`config.mk`:
```
export PLATFORM = sky130hd
export DESIGN_NAME = serial_adder_ctrl
export DESIGN_NICKNAME = d
export VERILOG_FILES = /design/src/rtl/serial_adder_ctrl.sv
export SDC_FILE = /design/constraint.sdc
export NUM_CORES = 1
export LEC_CHECK = 0
export BUFFER_PORTS_ARGS = -buffer_cell sky130_fd_sc_hd__buf_2
export CAP_MARGIN = 20
export CELL_PAD_IN_SITES_DETAIL_PLACEMENT = 0
export CELL_PAD_IN_SITES_GLOBAL_PLACEMENT = 1
export CORE_UTILIZATION = 46
export DETAILED_ROUTE_END_ITERATION = 10
export PLACE_DENSITY = 0.81
export REMOVE_ABC_BUFFERS = 1
export SLEW_MARGIN = 40
export SYNTH_ARGS = -nofsm -noshare
export SYNTH_HDL_FRONTEND = slang
export SYNTH_SLANG_ARGS = --single-unit
export TNS_END_PERCENT = 30
```
`constraint.sdc`:
```
create_clock -name clk -period 3.2 [get_ports clk]
set_input_delay 0.48 -clock clk [delete_from_list [all_inputs] [get_ports clk]]
set_output_delay 0.48 -clock clk [all_outputs]
set_load 0.03 [all_outputs]
```
`src/rtl/serial_adder_ctrl.sv`:
```
// Bit-serial add/subtract sequencer that time-shares one external 1-bit full-adder
// cell, LSB first, and reports sum, carry-out and signed overflow with a done pulse.
module serial_adder_ctrl #(
    parameter int WIDTH = 8
) (
    input  logic             clk,
    input  logic             rst_n,
    input  logic             start,
    input  logic             sub,
    input  logic [WIDTH-1:0] a,
    input  logic [WIDTH-1:0] b,
    output logic             fa_a,
    output logic             fa_b,
    output logic             fa_cin,
    input  logic             fa_sum,
    input  logic             fa_cout,
    output logic             busy,
    output logic             done,
    output logic [WIDTH-1:0] sum,
    output logic             cout,
    output logic             ovf
);

    localparam int CNT_W = $clog2(WIDTH) + 1;
    localparam logic [CNT_W-1:0] LAST = CNT_W'(WIDTH - 1);

    typedef enum logic [1:0] {
        IDLE = 2'd0,
        RUN  = 2'd1,
        DONE = 2'd2
    } state_t;

    state_t             state;
    logic [WIDTH-1:0]   a_sh;
    logic [WIDTH-1:0]   b_sh;
    logic [WIDTH-2:0]   res_sh;
    logic               carry_q;
    logic [CNT_W-1:0]   cnt;
    logic [WIDTH-1:0]   res_cat;

    // Result bits collected so far plus the bit the cell is producing this cycle;
    // on the last RUN edge this is the complete sum.
    assign res_cat = {fa_sum, res_sh};

    // busy is a registered copy of (state == RUN), so the cell inputs are forced
    // to 0 outside RUN without decoding the state here.
    assign fa_a   = busy & a_sh[0];
    assign fa_b   = busy & b_sh[0];
    assign fa_cin = busy & carry_q;

    always_ff @(posedge clk or negedge rst_n) begin
        if (!rst_n) begin
            state   <= IDLE;
            a_sh    <= '0;
            b_sh    <= '0;
            res_sh  <= '0;
            carry_q <= 1'b0;
            cnt     <= '0;
            sum     <= '0;
            cout    <= 1'b0;
            ovf     <= 1'b0;
            busy    <= 1'b0;
            done    <= 1'b0;
        end else begin
            case (state)
                IDLE: begin
                    done <= 1'b0;
                    if (start) begin
                        // Subtraction is A + ~B + 1: the +1 rides in as the initial carry.
                        a_sh    <= a;
                        b_sh    <= sub ? ~b : b;
                        carry_q <= sub;
                        res_sh  <= '0;
                        cnt     <= '0;
                        busy    <= 1'b1;
                        state   <= RUN;
                    end
                end
                RUN: begin
                    a_sh    <= a_sh >> 1;
                    b_sh    <= b_sh >> 1;
                    res_sh  <= res_cat[WIDTH-1:1];
                    carry_q <= fa_cout;
                    cnt     <= cnt + CNT_W'(1);
                    if (cnt == LAST) begin
                        // carry_q here is the carry into the MSB.
                        sum   <= res_cat;
                        cout  <= fa_cout;
                        ovf   <= carry_q ^ fa_cout;
                        busy  <= 1'b0;
                        done  <= 1'b1;
                        state <= DONE;
                    end
                end
                DONE: begin
                    done  <= 1'b0;
                    state <= IDLE;
                end
                default: begin
                    busy  <= 1'b0;
                    done  <= 1'b0;
                    state <= IDLE;
                end
            endcase
        end
    end

endmodule

```
### Word-level counts from Yosys, hierarchy flattened

Cells that the tools add are included.

| cells by class | value |
|---|---|
| $add $sub $neg | 1 |
| eq/ne operators | 5 |
| multiplexer cells | 19 |
| bitwise logic cells | 6 |
| reductions and logical operators | 6 |

Operators by type and width:

| cell | number |
|---|---|
| $pmux W8 S2 | 2 |
| $mux W8 | 3 |
| $pmux W7 S2 | 1 |
| $not A8 Y8 | 1 |
| $pmux W4 S2 | 1 |
| $mux W7 | 1 |
| $reduce_and A2 Y1 | 3 |
| $mux W1 | 5 |
| $add A4 B1 Y4 const B | 1 |
| $eq A4 B3 Y1 const B | 1 |
| $mux W2 | 2 |
| $mux W4 | 1 |
| $ne A2 B2 Y1 const B | 2 |
| $pmux W2 S2 | 1 |
| $and A1 B1 Y1 | 3 |
| $pmux W1 S3 | 1 |
| $reduce_and A3 Y1 | 1 |
| $eq A2 B1 Y1 const B | 1 |
| $eq A2 B2 Y1 const B | 1 |
| $logic_not A2 Y1 | 1 |
| $pmux W1 S2 | 1 |
| $reduce_bool A2 Y1 | 1 |
| $not A1 Y1 | 1 |
| $xor A1 B1 Y1 | 1 |

| storage, ports and cells | value |
|---|---|
| register bits | 42 |
| output and inout bits | 15 |

### Depth between registers and ports, before layout

| logic depth | value |
|---|---|
| word-level depth | 4 |
| gate-level depth with buffers | 5 |
| mapped depth without buffers | 4 |

### Least setup slack after synthesis

OpenSTA, ideal clock, no wires.

| path | value |
|---|---|
| kind | register -> register |
| from | reg cnt[0] |
| to | reg sum[0] |
| setup time | 0.125 ns |
| arrival | 1.389 ns |
| required time | 3.075 ns |
| path slack | 1.686 ns |
| stages on the path, launching flop included | 6 |
| period minus slack after synthesis | 1.514 ns |
| cells stage by stage | dfrtp_1 -> ha_1 -> and3b_4 -> and2_4 -> buf_12 -> mux2_4 |

| between the ends | value |
|---|---|
| word-level cells in the longest chain between the ends | 2 |

RTL lines:

| what | line | RTL |
|---|---|---|
| start, declared | 38 | `logic [CNT_W-1:0] cnt;` |
| start signal, assigned | 84 | `cnt <= cnt + CNT_W'(1);` |
| $eq A4 B3 Y1 | 85 | `if (cnt == LAST) begin` |
| $reduce_and A2 Y1 (no line) | - |  |
| end signal, assigned | 87 | `sum <= res_cat;` |
| end, declared | 19 | `output logic [WIDTH-1:0] sum,` |

Every way passes these cells.
A chain may end at the register's enable or synchronous reset.

### Final worst setup path

| path | value |
|---|---|
| from | reg state[1] |
| to | reg a_sh[5] |

| between the ends | value |
|---|---|
| word-level cells in the longest chain between the ends | 3 |
| elaborated cells between the ends (all ways) | 6 |
| classes of those cells | 2 x eq/ne; 1 x mux; 3 x reduce/logical |

RTL lines:

| what | line | RTL |
|---|---|---|
| start, declared | 33 | `state_t state;` |
| start signal, assigned | 53 | `state <= IDLE;` |
| start signal, assigned | 76 | `state <= RUN;` |
| start signal, assigned | 92 | `state <= DONE;` |
| $eq A2 B1 Y1 / $logic_not A2 Y1 (equally long branches) | 65 | `case (state)` |
| $reduce_bool A2 Y1 (no line) / $ne A2 B2 Y1 (equally long branches) | - |  |
| $reduce_and A2 Y1 (no line) | - |  |
| end signal, assigned | 80 | `a_sh <= a_sh >> 1;` |
| end, declared | 34 | `logic [WIDTH-1:0] a_sh;` |

Parallel ways exist; a longest one is shown, timed or not.

==> results.json <==
{
  "instances_no_fill": 250,
  "post_cts_buffers": 0,
  "finalPower_mw": 2.03,
  "fp.dieW_um": 67.0,
  "crit_required_ns": 3.40,
  "crit_type": "flip-flop to flip-flop",
  "drv_slew": 0,
  "wire_per_inst_um": 15.3,
  "cp-end-kind": "flip-flop",
  "area_growth_pct": 13.3,
  "synth.area.top_cells": "dfrtp_1 54%, mux2_4 6.2%, a22oi_1 4.3%, a22o_1 4.1%, nor2b_1 3.9%",
  "grt_max_degree": 43,
  "stdcell_area_mm2": 0.00220,
  "max-vdd-ir-drop_v": 0.000337,
  "maxSlewHeadroom_pct": 50.7,
  "ys_warn_count": 0,
  "grt_pass1_wl_um": 6460,
  "clk_path_buf_depth": 2,
  "cts_resized": 0,
  "antenna_found_initial": 0,
  "synthArstFlopShare_pct": 100,
  "crit_path_start_kind": "flip-flop",
  "synth.largest_area_cell": "dfrtp_1",
  "grt_pass1_vias": 1282,
  "rsz0062_at_grt": "no",
  "setup_viol": 0,
  "dpl.hpwl_um": 2570,
  "insertion_delay_ns": 0.30,
  "nets": 223,
  "timing.rr.start": "state[1]",
  "core_mm2": 0.00403,
  "diodes": 0,
  "clock-root-buffer": "clkbuf_8",
  "gr-total-overflow": 0,
  "wl_um": 3830,
  "path_max_fanout": 23,
  "dpl_cell_area_mm2": 0.00212,
  "synth_cells": 169,
  "syn_area_mm2": 0.00194,
  "cts.clk_slew.worst_paths_ns": 0.08,
  "ys_types": 31,
  "cts_tree": "yes",
  "gp_congestion": 0.766,
  "synth_top_area_share_pct": 54.1,
  "post-route-drc-count": 0,
  "cts_buffers": 5,
  "hold_viol": 0,
  "drt_iter0_drc": 110,
  "num_vias": 1387,
  "drive_above_1_share_pct": 28.5,
  "drv_cap": 0,
  "rows": 23,
  "r2r.worst_path.cells": 3,
  "fmax_ghz": 0.556,
  "hold_class": "primary input to asynchronous set/reset pin",
  "final.period_utilization_pct": 56.3,
  "dp.cells": 243,
  "holdWs_ns": 0.155,
  "status": "complete, no violations",
  "cellLeakagePower_nw": 1.01,
  "holdBufCountCts": 0,
  "r2r_setup_slack_ns": 1.40,
  "h-tree-depth": 2,
  "synth-seq-cells": 42,
  "die_area_mm2": 0.00448,
  "powerDensity_mw_per_mm2": 923,
  "chipHeight_um": 67.0,
  "antenna_left": 0,
  "rr_endpoint": "a_sh[5]",
  "start_util_pct": 48.2,
  "worst_ep_arrival_time_ns": 2.00,
  "finalClockSkew_ns": 0.00675,
  "seq_area_frac_synth_pct": 54.1,
  "vias_per_cell": 5.55,
  "port_buffers": 36,
  "tightest_slew_ns": 0.740,
  "io_pins": 37,
  "ys.flop_type": "dfrtp_1",
  "setup-tns-final_ns": 0,
  "min_period_ns": 1.80,
  "synth_edf_count": 0,
  "grt.total_usage_pct": 20.0,
  "syn_area_per_cell_um2": 11.5,
  "clkSinkCount": 42,
  "first_pass_iters": 4
}
[synth_stat cells, types with 2 or more instances]
master     n
a21oi_1   14
a22o_1     9
a22oi_1   11
and2_1     3
buf_2      7
clkbuf_1   4
dfrtp_1   42
mux2_2     2
mux2_4     8
nand2_1   12
nor2_1     6
nor2b_1   12
o211ai_1   3
o21ai_0   10
o221ai_1   3
xnor2_1    8
[flip-flops by register name, summed over array words and instances, names as in the netlist]
name / flops
cout: 1
state: 2
done: 1
ovf: 1
cnt: 4
a_sh: 8
res_sh: 7
sum: 8
carry_q: 1
busy: 1
b_sh: 8
[power by group]
group | switching (mW) | internal (mW) | total, mW
Clock | 0.173 | 0.146 | 0.319
Sequential | 0.190 | 0.741 | 0.931
Combinational | 0.422 | 0.358 | 0.780
[logic make-up after synthesis]
group,share of synthesized area [%]
xor+xnor,4.06
flops,54.1
simple gates,10.1
buf+inv,4.19
compound gates,19.5
fa+ha+maj,0.644
mux,7.35
[critical path: stages (launching register included)]
cell	delay, ns
dfrtp_1	0.66
nor2b_1	0.71
a21oi_1	0.14
o21ai_0	0.19
[final cells by class]
type	count	area, µm²
Fill cell	394	1830
Sequential cell	42	1050
Multi-Input combinational cell	113	813
Timing Repair Buffer	37	190
Clock buffer	5	68.8
Tap cell	50	62.6
Clock inverter	2	10.0
Inverter	1	3.75
[placed cells by master (no fill, tap or decap), types with 2 or more instances in the layout]
master    netlist  final
nand2_1        12     12
buf_2           7     35
mux2_2          2      2
o211ai_1        3      3
clkbuf_8        0      5
nor2b_1        12     12
mux2_4          8      8
xnor2_1         8      8
o21ai_0        10     10
and2_1          3      3
buf_4           1      2
nor2_1          6      6
clkinv_2        0      2
a22o_1          9      9
a22oi_1        11     11
o221ai_1        3      3
dfrtp_1        42     42
a21oi_1        14     14
[metal layers]
layer | part of all wire (%) | track usage [%] | routed length, µm
met1 | 46 | 26.2 | 1780
met2 | 48 | 30.9 | 1830
met3 | 4.0 | 5.65 | 155
met4 | 1.7 | 7.98 | 67
met5 | 0 | 0 | 0
[worst max-delay path by stage]
stage | cells after the start | end | startpoint | slack [ns]
floorplan | 3 | cout | state[0] | 0.83
global route | 3 | a_sh[7] | state[1] | 1.24
finish | 3 | a_sh[5] | state[1] | 1.40
CTS | 3 | a_sh[3] | state[1] | 1.41
detailed placement | 4 | a_sh[3] | start | 1.42
global placement | 3 | b_sh[4] | start | 1.40
[per-stage QoR]
stage,util [%],worst slack [ns]
after detailed placement,52.6,1.42
final,54.6,1.40
after floorplan,-,0.828
after CTS,54.6,1.41
after global routing,54.6,1.24
after global placement,52.5,1.40
Note: power is estimated with default switching activity, not from simulation.
